`src/rtl/step_seq_pkg.sv`:
```
// rtl/step_seq_pkg.sv - state codes, direction constants and load legality helper for step_sequence_counter
package step_seq_pkg;

    typedef logic [1:0] state_t;

    localparam state_t ST_IDLE  = 2'd0;
    localparam state_t ST_COUNT = 2'd1;
    localparam state_t ST_HOLD  = 2'd2;
    localparam state_t ST_DONE  = 2'd3;

    localparam logic DIR_UP   = 1'b0;
    localparam logic DIR_DOWN = 1'b1;

    // A value is reachable only if it lies on the STEP grid between START and LIMIT.
    function automatic logic is_legal_value(input int value, input int start,
                                            input int limit, input int step);
        return (value >= start) && (value <= limit) && (((value - start) % step) == 0);
    endfunction

endpackage

```
`src/rtl/step_seq_next.sv`:
```
// rtl/step_seq_next.sv - combinational next-value and wrap detection for step_sequence_counter
module step_seq_next
    import step_seq_pkg::*;
#(
    parameter int WIDTH = 4,
    parameter int START = 0,
    parameter int LIMIT = 14,
    parameter int STEP  = 2
) (
    input  logic [WIDTH-1:0] count,
    input  logic             dir,
    output logic [WIDTH-1:0] next_val,
    output logic             wrap_hit
);

    localparam logic [WIDTH:0]   START_X = (WIDTH+1)'(START);
    localparam logic [WIDTH:0]   LIMIT_X = (WIDTH+1)'(LIMIT);
    localparam logic [WIDTH:0]   STEP_X  = (WIDTH+1)'(STEP);
    localparam logic [WIDTH-1:0] START_W = WIDTH'(START);
    localparam logic [WIDTH-1:0] LIMIT_W = WIDTH'(LIMIT);
    localparam logic [WIDTH-1:0] STEP_W  = WIDTH'(STEP);

    logic [WIDTH:0]   count_x;
    logic [WIDTH:0]   sum_up;
    logic [WIDTH-1:0] sum_dn;

    assign count_x = {1'b0, count};
    assign sum_up  = count_x + STEP_X;
    assign sum_dn  = count - STEP_W;

    // Terminal detection uses the extra carry bit so LIMIT near 2**WIDTH cannot alias.
    assign wrap_hit = (dir == DIR_DOWN) ? (count_x < START_X + STEP_X) : (sum_up > LIMIT_X);

    always_comb begin
        next_val = sum_up[WIDTH-1:0];
        if (wrap_hit)
            next_val = (dir == DIR_DOWN) ? LIMIT_W : START_W;
        else if (dir == DIR_DOWN)
            next_val = sum_dn;
    end

endmodule

```
`src/rtl/step_sequence_counter.sv`:
```
// rtl/step_sequence_counter.sv - stepping sequence counter; STEP_SEQ_WRAP_COUNT_EN adds a saturating wrap_cnt output
module step_sequence_counter
    import step_seq_pkg::*;
#(
    parameter int WIDTH   = 4,
    parameter int START   = 0,
    parameter int LIMIT   = 14,
    parameter int STEP    = 2,
    parameter int ONESHOT = 0
) (
    input  logic             clk,
    input  logic             rst,
    input  logic             clear,
    input  logic             load,
    input  logic [WIDTH-1:0] load_val,
    input  logic             run,
    input  logic             dir,
    output logic [WIDTH-1:0] count,
    output logic             tc,
    output logic             wrap,
    output logic             done,
    output logic             err
`ifdef STEP_SEQ_WRAP_COUNT_EN
    ,
    output logic [7:0]       wrap_cnt
`endif
);

    if ((LIMIT <= START) || (LIMIT >= (1 << WIDTH)) || (((LIMIT - START) % STEP) != 0)) begin : g_bad_params
        $error("step_sequence_counter: LIMIT/START/STEP do not form a valid sequence");
    end

    localparam logic [WIDTH-1:0] START_W = WIDTH'(START);
    localparam logic [WIDTH-1:0] LIMIT_W = WIDTH'(LIMIT);

    state_t           state;
    logic [WIDTH-1:0] next_val;
    logic             wrap_hit;
    logic             load_ok;
    logic             advance;
    logic             wrap_event;

    step_seq_next #(
        .WIDTH(WIDTH),
        .START(START),
        .LIMIT(LIMIT),
        .STEP (STEP)
    ) u_next (
        .count   (count),
        .dir     (dir),
        .next_val(next_val),
        .wrap_hit(wrap_hit)
    );

    assign load_ok    = is_legal_value(int'(load_val), START, LIMIT, STEP);
    assign advance    = !clear && !load && run && (state != ST_DONE);
    assign wrap_event = advance && wrap_hit && (ONESHOT == 0);

    assign tc   = (dir == DIR_DOWN) ? (count == START_W) : (count == LIMIT_W);
    assign done = (ONESHOT != 0) && (state == ST_DONE);

    always_ff @(posedge clk or posedge rst) begin
        if (rst) begin
            count <= START_W;
            state <= ST_IDLE;
            wrap  <= 1'b0;
            err   <= 1'b0;
        end else begin
            wrap <= wrap_event;
            if (clear) begin
                count <= START_W;
                state <= ST_IDLE;
                err   <= 1'b0;
            end else if (load) begin
                count <= load_ok ? load_val : START_W;
                if (!load_ok)
                    err <= 1'b1;
                state <= ST_HOLD;
            end else if (advance) begin
                // In one-shot mode the terminal value is held and the counter parks in DONE.
                if (wrap_hit && (ONESHOT != 0)) begin
                    state <= ST_DONE;
                end else begin
                    count <= next_val;
                    state <= ST_COUNT;
                end
            end else if (state == ST_COUNT) begin
                state <= ST_HOLD;
            end
        end
    end

`ifdef STEP_SEQ_WRAP_COUNT_EN
    always_ff @(posedge clk or posedge rst) begin
        if (rst)
            wrap_cnt <= 8'd0;
        else if (clear)
            wrap_cnt <= 8'd0;
        else if (wrap_event && (wrap_cnt != 8'hFF))
            wrap_cnt <= wrap_cnt + 8'd1;
    end
`endif

endmodule
```
`config.mk`:
```
export PLATFORM = sky130hd
export DESIGN_NAME = step_sequence_counter
export DESIGN_NICKNAME = d
export VERILOG_FILES = /design/src/rtl/step_seq_pkg.sv /design/src/rtl/step_seq_next.sv /design/src/rtl/step_sequence_counter.sv
export SDC_FILE = /design/constraint.sdc
export NUM_CORES = 1
export LEC_CHECK = 0
export ABC_AREA = 1
export BUFFER_PORTS_ARGS = -buffer_cell sky130_fd_sc_hd__buf_2
export CORE_AREA = 2 2 39 41
export CTS_CLUSTER_DIAMETER = 80
export CTS_CLUSTER_SIZE = 24
export DETAILED_ROUTE_END_ITERATION = 16
export DIE_AREA = 0 0 41 43
export PLACE_DENSITY = 0.72
export RECOVER_POWER = 25
export SETUP_SLACK_MARGIN = 0.02
export SLEW_MARGIN = 20
export SYNTH_ARGS = -nofsm -noshare
export SYNTH_HDL_FRONTEND = slang
export SYNTH_HIERARCHICAL = 1
export SYNTH_SLANG_ARGS = --single-unit
```
`constraint.sdc`:
```
create_clock -name clk -period 2.3 [get_ports clk]
set_clock_uncertainty 0.15 [all_clocks]
set_input_delay 0 -clock clk [delete_from_list [all_inputs] [get_ports clk]]
set_output_delay 0 -clock clk [all_outputs]
set_load 0.005 [all_outputs]
```
==> results of run 1 <==
-- logic make-up after synthesis --
group / Yosys count / share of synthesized area
adders and majority gates: 3 / 0.0615
DFF: 8 / 0.328
AOI/OAI and AO/OA: 7 / 0.0697
xor gates and xnor gates: 2 / 0.0287
other: 1 / 0.00614
buffers and inverters: 16 / 0.105
and+or+nand+nor: 51 / 0.402
-- routing by layer --
layer,part of all wire,vias to the layer above
met4,0,0
met3,0.043,0
li1,-,328
met5,0,-
met2,0.50,18
met1,0.46,279
-- state kept, by name, indices dropped and copies added (netlist names) --
signal	cells
wrap	1
state	2
count	4
err	1
-- placed cells by master (no fill, tap or decap), drive strengths merged --
cell type    count
o21ai            2
nand3            5
xor2             2
clkbuf           3
conb             1
nand2           34
dlygate4sd3      8
nor2             8
o22ai            1
buf             16
a22oi            1
dfrtp            8
inv             15
a21oi            3
ha               3
nand4            4
-- area by class of cell --
class	count	area (µm²)
Inverter	15	56.3
Tap cell	16	20.0
Timing Repair Buffer	24	160
Multi-Input combinational cell	64	347
Clock buffer	3	22.5
Sequential cell	8	200
Fill cell	137	578
-- critical path, stage by stage (launching register included) --
cell	delay, ns
sky130_fd_sc_hd__dfrtp_1	0.46
sky130_fd_sc_hd__inv_1	0.13
sky130_fd_sc_hd__ha_1	0.34
sky130_fd_sc_hd__nand3_1	0.09
sky130_fd_sc_hd__nand2_1	0.05
sky130_fd_sc_hd__inv_1	0.08
sky130_fd_sc_hd__nand2_2	0.07
sky130_fd_sc_hd__nand2_1	0.06
sky130_fd_sc_hd__nand2_1	0.05
sky130_fd_sc_hd__nand2_1	0.06
sky130_fd_sc_hd__nand2_1	0.05
sky130_fd_sc_hd__nand2_1	0.06
sky130_fd_sc_hd__nand2_1	0.04
-- report_power, final --
| part | switching, mW | internal, mW | total, mW |
|---|---|---|---|
| Combinational | 0.0647 | 0.0533 | 0.118 |
| Sequential | 0.0133 | 0.150 | 0.164 |
| Clock | 0.0436 | 0.0594 | 0.103 |
| Total | 0.122 | 0.263 | 0.385 |
-- stage by stage --
stage                     area (µm²)  instances  hold WS [ns]
final                            806        130       0.00530
after global routing             806        130        0.0434
after CTS                        806        130       0.00343
after detailed placement         703        119        -0.195
after global placement           703        119        -0.197
after floorplan                  611         88        -0.334
-- how the worst max path moves through the flow --
stage          startpoint  slack (ns)  depth (start not counted)       end
2_1_floorplan    count[1]        0.63                         12  count[3]
3_3_place_gp     count[1]        0.51                         12  count[3]
3_5_place_dp     count[1]        0.50                         12  count[3]
4_1_cts          count[1]        0.48                         12  count[3]
5_1_grt          count[1]        0.28                         12  count[3]
6_report         count[1]        0.50                         12  count[3]
==> summary.md, run 1 <==
• **largest net degree at the start of global routing** 9
• **number of unique standard cell types used by synthesis** 20
• **first-pass GRT wire length** 2100 µm
• **HPWL after detailed placement** 964 µm
• **Net Count, Synth** 101
• **achievable clock frequency** 554 MHz
• **critical path data required time** 2.29 ns
• **depth of the most critical reg-to-reg path** 12
• **Routability Congestion** 0.780
• **Routed Antenna Nets** 0
• **htree depth** 1
• **Post-synth top cells** sky130_fd_sc_hd__nand2_1 (30), sky130_fd_sc_hd__inv_1 (15), sky130_fd_sc_hd__dfrtp_1 (8)
• **clock latency of the later-clocked register in the worst-skew pair** 0.25 ns
• **power density of the placed cells** 477 nW/µm²
• **IO Port Bufs** 16
• **post-synthesis sequential area ratio** 0.328
• **First-pass DRT Iterations** 4
• **met1 demand-to-capacity share in global routing** 0.203
• **Worst Setup Slack, final** 0.497 ns
• **post-CTS resize count** 0
• **fraction of final layout cells with drive strength greater than 1** 0.246
• **count of unresolved DRC violations after routing** 0
• **EDFF count, synth** 0
• **setup_tns** 0 ns
• **met2 Resource Use GR** 0.278
• **overall die area** 1760 µm²
• **beginning of the worst register-to-register path** count[1]
• **drt via density** 4.81
• **via count of the first global-routing pass** 561
• **final-report max-slew violation count** 0
• **cell depth of the worst hold path** 6
• **number of antenna violations at the first check in global routing** 0
• **row count** 14
• **TritonCTS clock tree** built
• **fin crit share** 0.784
• **terminus of the critical flop-to-flop path** count[3]
• **Gate Count Post-Synth** 88
• **clock root buffer master** sky130_fd_sc_hd__clkbuf_4
• **global-route met3 utilization** 0.0471
• **endpoint of the worst hold-timing path** count[2]
• **cell type with the largest total area after synthesis** sky130_fd_sc_hd__dfrtp_1
• **total via count in the routed design** 625
• **fraction of post-synthesis cell area in the top cell type by area** 0.328
• **final WL** 1220 µm
• **endpoints failing hold** 0
• **peak ir drop on the vdd network** 0.274 mV
• **Post-Place Setup Slack** 0.497 ns
• **Clock Path Buffers** 2
• **number of buffers added for setup after CTS** 0
• **initial standard-cell utilization of the core** 0.441
• **area delta synth->final** 32.0%
• **Worst Path Class, Setup** reg2reg
• **data arrival time of the worst path** 1.79 ns
• **unrepaired setup endpoints after global routing** no
• **Synthesis Warnings** 6
• **layer carrying the most global-route usage** met2
• **final setup violation count** 0
• **DIE WIDTH** 41 µm
• **hold_sp** load_val[0]
• **class of the tightest hold or removal check** in2reg
• **run status** finished, final reports clean
• **clock input transition at the sequential cells of the worst setup and hold paths** 0.05 ns
• **DIE HEIGHT** 43 µm
• **core region area** 1380 µm²
• **drt first-iter violations** 21
• **post-synth design cell area** 611 µm²
• **most instantiated flip-flop cell in the synthesis netlist** sky130_fd_sc_hd__dfrtp_1
• **maximum net fanout on the critical path** 8
• **number of register bits inferred by synthesis** 8
• **Leak Pwr** 0.453 nW
• **clock sinks** 8
• **async set-or-reset flop fraction in the synthesized netlist** 1.00
• **number of top-level pins** 18
• **most repeated cell in the gate-level netlist after synthesis** sky130_fd_sc_hd__nand2_1
• **utilization of the core after routing** 0.582
• **shortest clock period the worst path allows after layout** 1.80 ns
• **critical path capture point type** register
• **Nets** 129
• **Congestion Overflow GR** 0
• **number of buffers inserted for hold repair after clock tree synthesis** 8
• **routed wire length per instance** 9.40 µm
• **Antenna diodes** 0
• **reg-to-reg setup timing slack** 0.50 ns
• **CP Launch Type** register
• **overall routing resource usage** 0.168
• **synthesized area per cell** 6.94 µm²
• **top cells by area, synth** sky130_fd_sc_hd__dfrtp_1 (33%), sky130_fd_sc_hd__nand2_1 (18%), sky130_fd_sc_hd__inv_1 (9.2%), sky130_fd_sc_hd__ha_1 (6.1%), sky130_fd_sc_hd__nand2_2 (4.1%)
• **Max-Cap Viols** 0
• **power consumption** 385 µW
• **total CTS buffers** 3
(Power assumes the default switching activity.)
==> inputs of run 2 (changes only) <==
- clock period: 2.3 -> 1.7 ns (I/O delays scaled with it)
==> summary.md, run 2 (same netlist as run 1, synthesis figures left out) <==
• **run status** finished with violations
• **violated checks** hold timing
• **shortest clock period the worst path allows after layout** 1.60 ns
• **largest net degree at the start of global routing** 9
• **most common library cell in the layout ignoring fill and taps** sky130_fd_sc_hd__nand2_1
• **worst slack on hold paths** -0.0180 ns
• **total via count in the routed design** 656
• **power density of the placed cells** 633 nW/µm²
• **number of top-level pins** 18
• **beginning of the worst register-to-register path** count[2]
• **final-layout fill cell count** 116
• **routed wire length per instance** 11.2 µm
• **overall die area** 1760 µm²
• **clock latency of the later-clocked register in the worst-skew pair** 0.27 ns
• **clock root buffer master** sky130_fd_sc_hd__clkbuf_4
• **row count** 14
• **TritonCTS clock tree** built
• **setup_tns** 0 ns
• **achievable clock frequency** 623 MHz
• **drt via density** 4.69
• **fraction of final layout cells with drive strength greater than 1** 0.347
• **via count of the first global-routing pass** 626
• **cell-by-cell trace of the critical path** dlygate4sd3_1, buf_2, nor2_4, nand3_4, dlygate4sd3_1, nor2_1
• **Nets** 139
• **unrepaired setup endpoints after global routing** yes
• **clock input transition at the sequential cells of the worst setup and hold paths** 0.06 ns
• **core region area** 1380 µm²
• **register name with the most flops** count
• **Max-Cap Viols** 0
• **stage delay of the slowest cell on the critical path** 0.57 ns
• **Worst Path Class, Setup** in2reg
• **utilization of the core after routing** 0.678
• **class of the tightest hold or removal check** in2reg
• **Congestion Overflow GR** 0
• **fin crit share** 0.944
• **leading registers by flop count** count x4, state x2
• **final-report max-slew violation count** 0
• **HPWL after detailed placement** 1070 µm
• **most numerous cell on the critical path** sky130_fd_sc_hd__dlygate4sd3_1
• **critical path capture point type** register
• **endpoints failing hold** 1
• **reg-to-reg setup timing slack** 0.12 ns
• **DIE HEIGHT** 43 µm
• **count of unresolved DRC violations after routing** 0
• **total CTS buffers** 3
• **drt first-iter violations** 16
• **Worst Setup Slack, final** 0.0952 ns
• **number of antenna violations at the first check in global routing** 0
• **Clock Path Buffers** 2
• **highest-delay cell along the critical path** sky130_fd_sc_hd__dlygate4sd3_1
• **Leak Pwr** 0.494 nW
• **htree depth** 1
• **Post-Place Setup Slack** 0.00392 ns
• **area after detailed placement** 726 µm²
• **initial standard-cell utilization of the core** 0.441
• **clock sinks** 8
• **hold_sp** load
• **overall routing resource usage** 0.203
• **Routed Antenna Nets** 0
• **power consumption** 594 µW
• **maximum net fanout on the critical path** 6
• **Routability Congestion** 0.775
• **final setup violation count** 0
• **DIE WIDTH** 41 µm
• **final WL** 1560 µm
• **flip-flop count of the largest register after layout** 4
• **area delta synth->final** 53.7%
• **Layout Cell Area excl Fill** 938 µm²
• **CP Launch Type** primary input
• **First-pass DRT Iterations** 4
• **Antenna diodes** 0
• **critical path data required time** 1.75 ns
• **peak ir drop on the vdd network** 0.397 mV
• **first-pass GRT wire length** 2440 µm
• **worst setup path startpoint** clear
• **IO Port Bufs** 16
• **data arrival time of the worst path** 1.65 ns
• **commonest cells after routing, fill and taps aside** sky130_fd_sc_hd__nand2_1 (29), sky130_fd_sc_hd__buf_2 (16), sky130_fd_sc_hd__inv_1 (13)
==> run 2: final cells by class <==
cell class | count | area, µm² | share of cell area
tap | 16 | 20.0 | 0.0213
clock buffer | 3 | 22.5 | 0.0240
inverter | 15 | 56.3 | 0.0600
timing repair buffer | 34 | 246 | 0.263
sequential | 8 | 201 | 0.215
multi-input combinational | 64 | 392 | 0.417
==> run 2: final timing paths <==
path | end | cells after the start
worst max-delay path | wrap | 6
worst min-delay path | count[0] | 4
worst max register to register | count[3] | 12
worst min register to register | state[1] | 2
max in group asynchronous | count[1] | 3
min in group asynchronous | count[0] | 3
==> run 2: repair_timing <==
item | CTS | global route
endpoints found under the setup margin | 3 | 5
endpoints found under the hold margin | 16 | 0
resized for setup | 0 | 12
pin swaps | 0 | 2
setup buffers | 3 | 1
hold buffers | 11 | 0
==> run 2: per-layer routing <==
metal  up-vias  track usage  routed length [µm]
met4         0       0.0800                  25
met2        18        0.353                 861
met1       292        0.228                 611
met3         3       0.0314                  65
li1        343            -                   -
met5         -            0                   0
==> run 2: power breakdown <==
part           leakage, nW  total [mW]  internal (mW)  switching, mW
logic                0.375       0.218          0.107          0.111
clock network       0.0138       0.158         0.0816         0.0761
registers            0.105       0.219          0.204         0.0155
total                0.494       0.594          0.392          0.202
==> run 2: critical path, delay by kind of cell <==
kind                   cells  cell delay (ns)
buffers and inverters      3             1.26
and+or+nand+nor            3             0.39
==> run 2: metrics by stage <==
step / std cells / hold slack, ns
floorplan: 88 / -0.334
global placement: 122 / -0.195
global route: 140 / 0.0231
detailed placement: 122 / -0.189
finish: 140 / -0.0180
CTS: 139 / 0.00249
==> inputs of run 3 (changes only) <==
- BUFFER_PORTS_ARGS: -buffer_cell sky130_fd_sc_hd__buf_2 -> unset
- DONT_BUFFER_PORTS: unset -> 1
- PLACE_DENSITY: 0.72 -> unset
==> summary.md, run 3 (same netlist as run 1, synthesis figures left out) <==
• **run status** finished, final reports clean
• **count of unresolved DRC violations after routing** 0
• **Congestion Overflow GR** 0
• **TritonCTS clock tree** built
• **Leak Pwr** 0.415 nW
• **class of the tightest hold or removal check** in2reg
• **clock sinks** 8
• **total via count in the routed design** 611
• **initial standard-cell utilization of the core** 0.441
• **final setup violation count** 0
• **first-pass GRT wire length** 2130 µm
• **register name with the most flops** count
• **Clock Path Buffers** 2
• **unrepaired setup endpoints after global routing** no
• **htree depth** 1
• **area after detailed placement** 646 µm²
• **Antenna diodes** 0
• **Layout Cell Area excl Fill** 832 µm²
• **setup_tns** 0 ns
• **largest net degree at the start of global routing** 9
• **area delta synth->final** 36.3%
• **most numerous cell on the critical path** sky130_fd_sc_hd__nand2_1
• **shortest clock period the worst path allows after layout** 1.57 ns
• **core region area** 1380 µm²
• **First-pass DRT Iterations** 4
• **overall die area** 1760 µm²
• **clock root buffer master** sky130_fd_sc_hd__clkbuf_4
• **overall routing resource usage** 0.173
• **leading registers by flop count** count x4, state x2
• **commonest cells after routing, fill and taps aside** sky130_fd_sc_hd__nand2_1 (30), sky130_fd_sc_hd__inv_1 (13), sky130_fd_sc_hd__dlygate4sd3_1 (13)
• **Worst Setup Slack, final** 0.127 ns
• **worst slack on hold paths** 0.00280 ns
• **DIE WIDTH** 41 µm
• **CP Launch Type** register
• **maximum net fanout on the critical path** 5
• **endpoints failing hold** 0
• **number of antenna violations at the first check in global routing** 0
• **DIE HEIGHT** 43 µm
• **final WL** 1330 µm
• **final-report max-slew violation count** 0
• **cell-by-cell trace of the critical path** ha_1, nand2_1, nand3_2, nand2_2, nand2_2, nand2_1, nand2_1, nand2_1, nand2_1, nand2_1, nand2_1
• **number of buffer and inverter stages on the critical path** 0
• **utilization of the core after routing** 0.601
• **reg-to-reg setup timing slack** 0.13 ns
• **drt first-iter violations** 3
• **Post-Place Setup Slack** 0.0471 ns
• **Worst Path Class, Setup** reg2reg
• **stage delay of the slowest cell on the critical path** 0.43 ns
• **achievable clock frequency** 636 MHz
• **critical path data required time** 1.69 ns
• **peak ir drop on the vdd network** 0.422 mV
• **Nets** 122
• **via count of the first global-routing pass** 595
• **fraction of final layout cells with drive strength greater than 1** 0.187
• **Routed Antenna Nets** 0
• **count of placed standard cells in the final layout, fillers left out** 123
• **critical path capture point type** register
• **IO Port Bufs** 0
• **highest-delay cell along the critical path** sky130_fd_sc_hd__dfrtp_2
• **flip-flop count of the largest register after layout** 4
• **most common library cell in the layout ignoring fill and taps** sky130_fd_sc_hd__nand2_1
• **routed wire length per instance** 10.8 µm
• **cell count after placement** 106
• **total CTS buffers** 3
• **row count** 14
• **clock latency of the later-clocked register in the worst-skew pair** 0.25 ns
• **fin crit share** 0.925
• **HPWL after detailed placement** 979 µm
• **Max-Cap Viols** 0
• **power density of the placed cells** 646 nW/µm²
• **Routability Congestion** 0.703
• **power consumption** 537 µW
• **data arrival time of the worst path** 1.57 ns
• **clock input transition at the sequential cells of the worst setup and hold paths** 0.05 ns
• **number of top-level pins** 18
• **largest delay contributor family on the critical path** simple AND/OR/NAND/NOR gates
• **drt via density** 4.97
## run 3: cell types whose count changed in the layout (fill, tap and decap cells not counted), sizes merged
cell / before / now
dlygate4sd3: 11 / 13
buf: 23 / 3
clkbuf: 3 / 4
## run 3: repair_timing
item | CTS | global route
hold buffers | 13 | 0
endpoints found under the setup margin | 0 | 4
buffers inserted | 0 | 1
hold endpoints to repair | 17 | 0
resized for setup | 0 | 7
## run 3: final timing paths
check                         start        to  cells past startpoint
max                        count[2]  count[3]                     11
min                             dir      wrap                      7
max reg2reg                count[2]  count[3]                     11
min reg2reg                state[1]  state[1]                      2
max in group asynchronous       rst  count[2]                      3
min in group asynchronous       rst  count[3]                      3
## run 3: per-layer routing
layer | vias up | routed length (µm) | track usage
met5 | - | 0 | 0
met4 | 0 | 0 | 0.0600
met3 | 0 | 68 | 0.0314
met1 | 285 | 574 | 0.189
li1 | 310 | - | -
met2 | 16 | 690 | 0.309
## run 3: worst min-delay path: stages
cell and delay, ns:
sky130_fd_sc_hd__inv_1 0.03, sky130_fd_sc_hd__nand2_1 0.05, sky130_fd_sc_hd__inv_1 0.05, sky130_fd_sc_hd__nand2_2 0.07
sky130_fd_sc_hd__nand2_2 0.07, sky130_fd_sc_hd__inv_1 0.06, sky130_fd_sc_hd__nor2_1 0.04
## run 3: area by class of cell
| cell class | instances | area (µm²) |
|---|---|---|
| inverters | 15 | 56.3 |
| multi-input cells | 64 | 372 |
| flip-flops and latches | 8 | 201 |
| well taps | 16 | 20.0 |
| clock buffers | 3 | 22.5 |
| repair buffers | 17 | 160 |
| fillers | 138 | 552 |
## run 3: where the power goes
part | total, mW | switching (mW) | internal, mW
sequential | 0.219 | 0.0152 | 0.204
combinational | 0.176 | 0.0956 | 0.0801
clock | 0.143 | 0.0621 | 0.0806
